$ cat src/rtl/alu_pipe.sv
// Handshaked ALU stage: valid/ready in, registered result with back-pressure.
// Ports: clk/rst (sync, active-high), in_* op bundle, out_* result bundle,
// busy. Optional iterative multiplier (opcode 10) enabled by ALU_MUL_EN.
module alu_pipe #(
  parameter int DATA_W = 8,
  parameter int REG_AW = 4,
  parameter int IMM_W  = 8
) (
  input  logic              clk,
  input  logic              rst,
  input  logic              in_valid,
  output logic              in_ready,
  input  logic [3:0]        in_opcode,
  input  logic [REG_AW-1:0] in_rd,
  input  logic [DATA_W-1:0] in_rs1_d,
  input  logic [DATA_W-1:0] in_rs2_d,
  input  logic [IMM_W-1:0]  in_imm,
  output logic              out_valid,
  input  logic              out_ready,
  output logic [DATA_W-1:0] out_result,
  output logic [REG_AW-1:0] out_rd,
  output logic              out_wr_en,
  output logic              out_rd_en,
  output logic              out_zero,
  output logic              out_carry,
  output logic              out_illegal,
  output logic              busy
);
  localparam int SHW = $clog2(DATA_W);

  localparam logic [3:0] OP_ADD = 4'd0;
  localparam logic [3:0] OP_SUB = 4'd1;
  localparam logic [3:0] OP_AND = 4'd2;
  localparam logic [3:0] OP_OR  = 4'd3;
  localparam logic [3:0] OP_SLL = 4'd4;
  localparam logic [3:0] OP_SRL = 4'd5;
  localparam logic [3:0] OP_WRI = 4'd6;
  localparam logic [3:0] OP_RD  = 4'd7;
  localparam logic [3:0] OP_XOR = 4'd8;
  localparam logic [3:0] OP_SRA = 4'd9;

  logic              val_q, val_d;
  logic [DATA_W-1:0] res_q, res_d;
  logic [REG_AW-1:0] rd_q, rd_d;
  logic              wr_q, wr_d;
  logic              rde_q, rde_d;
  logic              zero_q, zero_d;
  logic              cy_q, cy_d;
  logic              ill_q, ill_d;

  logic              out_free;
  logic              accept;
  logic [SHW-1:0]    sh;
  logic [DATA_W-1:0] imm_ext;
  logic [DATA_W:0]   add_t, sub_t, sll_t, srl_t, sra_t;
  logic [DATA_W-1:0] a_res;
  logic              a_cy, a_wr, a_rde, a_ill;

  assign out_free = !val_q || out_ready;
  assign accept   = in_valid && in_ready;
  assign sh       = in_imm[SHW-1:0];
  assign imm_ext  = DATA_W'(in_imm);

  // Shifts run one bit wider so the last bit shifted out lands in a
  // fixed position; with sh==0 that position holds the padding zero.
  assign add_t = {1'b0, in_rs1_d} + {1'b0, in_rs2_d};
  assign sub_t = {1'b0, in_rs1_d} - {1'b0, in_rs2_d};
  assign sll_t = {1'b0, in_rs1_d} << sh;
  assign srl_t = {in_rs1_d, 1'b0} >> sh;
  assign sra_t = $signed({in_rs1_d, 1'b0}) >>> sh;

  always_comb begin
    a_res = '0;
    a_cy  = 1'b0;
    a_wr  = 1'b1;
    a_rde = 1'b0;
    a_ill = 1'b0;
    unique case (in_opcode)
      OP_ADD: begin a_res = add_t[DATA_W-1:0]; a_cy = add_t[DATA_W]; end
      OP_SUB: begin a_res = sub_t[DATA_W-1:0]; a_cy = sub_t[DATA_W]; end
      OP_AND: a_res = in_rs1_d & in_rs2_d;
      OP_OR:  a_res = in_rs1_d | in_rs2_d;
      OP_XOR: a_res = in_rs1_d ^ in_rs2_d;
      OP_SLL: begin a_res = sll_t[DATA_W-1:0]; a_cy = sll_t[DATA_W]; end
      OP_SRL: begin a_res = srl_t[DATA_W:1]; a_cy = srl_t[0]; end
      OP_SRA: begin a_res = sra_t[DATA_W:1]; a_cy = sra_t[0]; end
      OP_WRI: a_res = imm_ext;
      OP_RD:  begin a_res = in_rs1_d; a_wr = 1'b0; a_rde = 1'b1; end
      default: begin a_wr = 1'b0; a_ill = 1'b1; end
    endcase
  end

  logic              load_alu;
  logic              load_mul;
  logic [DATA_W-1:0] mul_res;
  logic              mul_cy;
  logic [REG_AW-1:0] mul_rd;

`ifdef ALU_MUL_EN
  localparam logic [3:0] OP_MUL = 4'd10;

  typedef enum logic [1:0] {S_IDLE, S_MUL, S_DONE} state_t;

  state_t              st_q, st_d;
  logic [2*DATA_W-1:0] acc_q, acc_d;
  logic [2*DATA_W-1:0] mc_q, mc_d;
  logic [DATA_W-1:0]   mp_q, mp_d;
  logic [SHW-1:0]      cnt_q, cnt_d;
  logic [REG_AW-1:0]   mrd_q, mrd_d;
  logic                is_mul;

  assign is_mul   = in_opcode == OP_MUL;
  assign in_ready = (st_q == S_IDLE) && out_free;
  assign busy     = st_q != S_IDLE;
  assign load_alu = accept && !is_mul;
  assign load_mul = (st_q == S_DONE) && out_free;
  assign mul_res  = acc_q[DATA_W-1:0];
  assign mul_cy   = |acc_q[2*DATA_W-1:DATA_W];
  assign mul_rd   = mrd_q;

  always_comb begin
    st_d  = st_q;
    acc_d = acc_q;
    mc_d  = mc_q;
    mp_d  = mp_q;
    cnt_d = cnt_q;
    mrd_d = mrd_q;
    unique case (st_q)
      S_IDLE: begin
        if (accept && is_mul) begin
          st_d  = S_MUL;
          acc_d = '0;
          mc_d  = {{DATA_W{1'b0}}, in_rs1_d};
          mp_d  = in_rs2_d;
          cnt_d = '0;
          mrd_d = in_rd;
        end
      end
      S_MUL: begin
        if (mp_q[0]) acc_d = acc_q + mc_q;
        mc_d  = mc_q << 1;
        mp_d  = mp_q >> 1;
        cnt_d = cnt_q + 1'b1;
        if (cnt_q == SHW'(DATA_W - 1)) st_d = S_DONE;
      end
      S_DONE: begin
        if (out_free) st_d = S_IDLE;
      end
      default: st_d = S_IDLE;
    endcase
  end

  always_ff @(posedge clk) begin
    if (rst) begin
      st_q  <= S_IDLE;
      acc_q <= '0;
      mc_q  <= '0;
      mp_q  <= '0;
      cnt_q <= '0;
      mrd_q <= '0;
    end else begin
      st_q  <= st_d;
      acc_q <= acc_d;
      mc_q  <= mc_d;
      mp_q  <= mp_d;
      cnt_q <= cnt_d;
      mrd_q <= mrd_d;
    end
  end
`else
  assign in_ready = out_free;
  assign busy     = 1'b0;
  assign load_alu = accept;
  assign load_mul = 1'b0;
  assign mul_res  = '0;
  assign mul_cy   = 1'b0;
  assign mul_rd   = '0;
`endif

  always_comb begin
    val_d  = val_q;
    res_d  = res_q;
    rd_d   = rd_q;
    wr_d   = wr_q;
    rde_d  = rde_q;
    zero_d = zero_q;
    cy_d   = cy_q;
    ill_d  = ill_q;
    if (load_alu) begin
      val_d  = 1'b1;
      res_d  = a_res;
      rd_d   = in_rd;
      wr_d   = a_wr;
      rde_d  = a_rde;
      zero_d = a_res == '0;
      cy_d   = a_cy;
      ill_d  = a_ill;
    end else if (load_mul) begin
      val_d  = 1'b1;
      res_d  = mul_res;
      rd_d   = mul_rd;
      wr_d   = 1'b1;
      rde_d  = 1'b0;
      zero_d = mul_res == '0;
      cy_d   = mul_cy;
      ill_d  = 1'b0;
    end else if (out_ready) begin
      val_d  = 1'b0;
    end
  end

  always_ff @(posedge clk) begin
    if (rst) begin
      val_q  <= 1'b0;
      res_q  <= '0;
      rd_q   <= '0;
      wr_q   <= 1'b0;
      rde_q  <= 1'b0;
      zero_q <= 1'b0;
      cy_q   <= 1'b0;
      ill_q  <= 1'b0;
    end else begin
      val_q  <= val_d;
      res_q  <= res_d;
      rd_q   <= rd_d;
      wr_q   <= wr_d;
      rde_q  <= rde_d;
      zero_q <= zero_d;
      cy_q   <= cy_d;
      ill_q  <= ill_d;
    end
  end

  assign out_valid   = val_q;
  assign out_result  = res_q;
  assign out_rd      = rd_q;
  assign out_wr_en   = wr_q;
  assign out_rd_en   = rde_q;
  assign out_zero    = zero_q;
  assign out_carry   = cy_q;
  assign out_illegal = ill_q;
endmodule

$ cat config.mk
export PLATFORM = sky130hd
export DESIGN_NAME = alu_pipe
export DESIGN_NICKNAME = d
export VERILOG_FILES = /design/src/rtl/alu_pipe.sv
export SDC_FILE = /design/constraint.sdc
export NUM_CORES = 1
export LEC_CHECK = 0
export CORE_ASPECT_RATIO = 1.4
export CORE_MARGIN = 5
export CORE_UTILIZATION = 51
export CTS_BUF_LIST = sky130_fd_sc_hd__clkbuf_2 sky130_fd_sc_hd__clkbuf_4 sky130_fd_sc_hd__clkbuf_8
export CTS_CLUSTER_SIZE = 40
export DETAILED_ROUTE_END_ITERATION = 7
export PLACE_DENSITY_LB_ADDON = 0.08
export SETUP_SLACK_MARGIN = 0.5
export SLEW_MARGIN = 20
export SYNTH_ARGS = -nofsm -noshare
export SYNTH_HDL_FRONTEND = slang
export SYNTH_SLANG_ARGS = --single-unit
$ cat constraint.sdc
create_clock -name clk -period 3.1 [get_ports clk]
set_input_delay 0.62 -clock clk [delete_from_list [all_inputs] [get_ports clk]]
set_output_delay 0.62 -clock clk [all_outputs]
set_load 0.005 [all_outputs]
==> results.toml <==
[clock_tree]
clk_latency_ns = 0.26
h-tree-depth = 1
cts-buffers-inserted = 3
clkTransAtPathRegs_ns = 0.07
ctsRootBufferMaster = "clkbuf_8"
clock_sinks = 18
clockBufferDepth = 2
tritoncts = "yes"

[sta]
finClkSkew_ns = 0.00256
rsz0062_at_grt = "yes"
relSlewSlack_pct = 51.6
period_share_pct = 83.7
hold_viol_final = 0
fin_crit_ns = 2.59
setup-tns-final_ns = 0
whs_ns = 0.453
slew_viol_final = 0
worstMarginPinSlew_ns = 0.723
max_freq_ghz = 0.385
finalSetupViolCount = 0

[worst_setup_path]
crit_type = "in -> reg"
reg2reg_depth = 8
path_depth = 9
cpLargestDelayFamily = "simple AND/OR/NAND/NOR gates"
cp_slowest_cell = "or4b_4"
cp.required_ns = 3.25
path_buf_inv = 2
critPathLaunchType = "input pin"
rr_endpoint = "out_zero"
end_kind = "register"
rrSetupSlack_ns = 1.44
timing.critical_path.to = "out_zero"
reg2reg_from = "out_valid"
cp_data_arrival_time_ns = 2.75
path_max_fanout = 19
slowest_delay_ns = 0.57
crit_chain = "clkdlybuf4s50_1, buf_12, or4b_4, nor3_1, a221o_1, a211oi_2, and3b_1, nand4_1, o21ai_1"
setup.worst_path.start = "in_opcode[1]"

[yosys]
netlist_area_sq_um = 2770
synthTopCellsByArea = "dfxtp_1 (13%), ha_1 (12%), mux2i_1 (6.9%), nor2_1 (5.6%), mux4_2 (4.9%)"
synth_edf_count = 0
async_flop_share_pct = 0
synth_commonest_cells = "nor2_1 (41), ha_1 (26), nand2_1 (25)"
synth_fa_ha_area_share_pct = 13.2
yosysMostFrequentCell = "nor2_1"
synth_xor_area_share_pct = 1.90
ys_seq_area_share_pct = 13.0
ys_types = 70
synth_mux_area_share_pct = 13.5
synth_nets = 430
yosys.area.top_type_share_pct = 13.0
synth_top_family_by_area = "compound AO/OA/AOI/OAI gates"
yosysWarnings = 0
yosys.area_share.simple_pct = 22.0
netlist_instances = 366
postSynthAreaPerCell_sq_um = 7.58
ys_seq_elements = 18
synth_top_area_cell = "dfxtp_1"
synth-compound-area-share_pct = 27.1
synth_ff_type = "dfxtp_1"

[layout]
layout.nets = 527
syn_to_final_growth_pct = 50.2
fillers = 380
antenna_cells = 0
drive_above_1_share_pct = 29.4
multiInputGateArea_sq_um = 2420
seqCellArea_sq_um = 360

[floorplanning]
ios = 56
core.rowCount = 31
fp.dieW_um = 72.3
coreArea_sq_um = 5240
die_h_um = 97.2
initial_core_util_pct = 53.0
design.die.area_sq_um = 7030

[place]
io_buffer_count = 54
place_hpwl_mm = 8.47
gp_congestion = 0.992

[route]
avgRoutedWirePerCell_um = 21.3
via_per_inst = 6.53
postRouteAntennaNets = 0
vias = 3450
drt_iter0_drc = 295
wl_mm = 11.2
drt_pass1_iterations = 5
drc = 0

[global_routing]
grt.overflow.total = 0
grt_pass1_vias = 3465
grtUsageTotal_pct = 31.4
grt_max_degree = 23
antenna_found_initial = 0
grt_pass1_wl_mm = 17.4

[power]
p_leak_uw = 0.00179
power_density_nw_per_um2 = 254
peakVddDrop_mv = 0.113

[run_status]
status = "finished clean"

[job]
maxCapViolations = 0

[min_path]
hp-start = "out_illegal"
holdCritPathClass = "reg -> reg"
per-stage QoR:
stage               setup slack (ns)  power (uW)  instance area [sq um]  util, %  std cells
floorplan                      0.504         544                   2800        -        366
global placement              -0.190         771                   3760     71.8        518
detailed placement            -0.262         779                   3760     71.8        518
CTS                            0.472        1020                   4080     77.8        528
global route                   0.465        1110                   4160     79.5        528
finish                         0.506        1060                   4160     79.5        528
worst register-to-register path, stage by stage, from the launching register on:
cell and delay [ns]:
dfxtp_1 0.32, nand2b_1 0.14, nand2_1 0.12, a311oi_2 0.24
buf_4 0.17, o2111a_1 0.20, and3b_1 0.19, nand4_1 0.09
o21ai_1 0.13
per-layer routing:
metal  track usage (%)  wire length, um  vias to the layer above
met4              20.8              910                        0
met3              3.00              784                       69
met5                 0                0                        -
met1              36.3             4110                     1598
met2              53.0             5420                      229
li1                  -                -                     1554
placed cells by master (no fill, tap or decap), types with 5 or more instances in the layout:
| cell type | instances |
|---|---|
| mux2i_1 | 19 |
| a211oi_1 | 9 |
| a21o_1 | 5 |
| nor3_1 | 14 |
| inv_2 | 13 |
| nand2_1 | 25 |
| ha_1 | 17 |
| a21oi_1 | 20 |
| nor2_1 | 40 |
| inv_1 | 12 |
| clkdlybuf4s50_1 | 38 |
| buf_4 | 55 |
| o21ai_0 | 9 |
| nand2b_1 | 6 |
| dlygate4sd2_1 | 8 |
| o21ai_1 | 5 |
| buf_6 | 8 |
| mux4_2 | 6 |
| dfxtp_1 | 18 |
| ha_4 | 5 |
| nand3_1 | 7 |
layout make-up:
type | count | share of cell area [%]
clock buffers | 4 | 1.32
inverters | 25 | 2.25
multi-input cells | 292 | 58.0
flip-flops and latches | 18 | 8.65
well taps | 66 | 1.98
repair buffers | 123 | 27.8
registers in the layout, summed over array words and instances (netlist names):
register and count:
out_rd_en 1, out_illegal 1, out_result 8, out_rd 4, out_carry 1, out_wr_en 1, out_zero 1, out_valid 1
how the worst min path moves through the flow:
stage	endpoint	slack, ns	cells past startpoint
final	out_illegal	0.45	2
after global routing	out_illegal	0.47	2
after floorplan	out_zero	0.44	2
after global placement	out_illegal	0.44	2
after detailed placement	out_illegal	0.45	2
after CTS	out_illegal	0.45	2
power by group:
part           leakage (uW)  switching [uW]  internal [uW]
sequential         0.000148            8.60            247
clock             0.0000288            83.1            113
combinational       0.00161             307            299
total               0.00179             399            659
kinds of logic after synthesis:
family,count (synthesis)
AND/OR/NAND/NOR,124
AO/OA/AOI/OAI,105
buffers and inverters,56
adder cells (fa/ha/maj),28
multiplexers,28
flip-flops,18
XOR/XNOR,6
other,1
repair_timing:
| action | in CTS | in global routing |
|---|---|---|
| buffers inserted | 5 | 0 |
| gates resized for setup | 56 | 31 |
| gates cloned | 1 | 0 |
| hold buffers | 0 | 0 |
| endpoints found under the setup margin | 8 | 7 |
| pin swaps | 14 | 14 |
No activity file was read; power rests on OpenSTA's default activity.
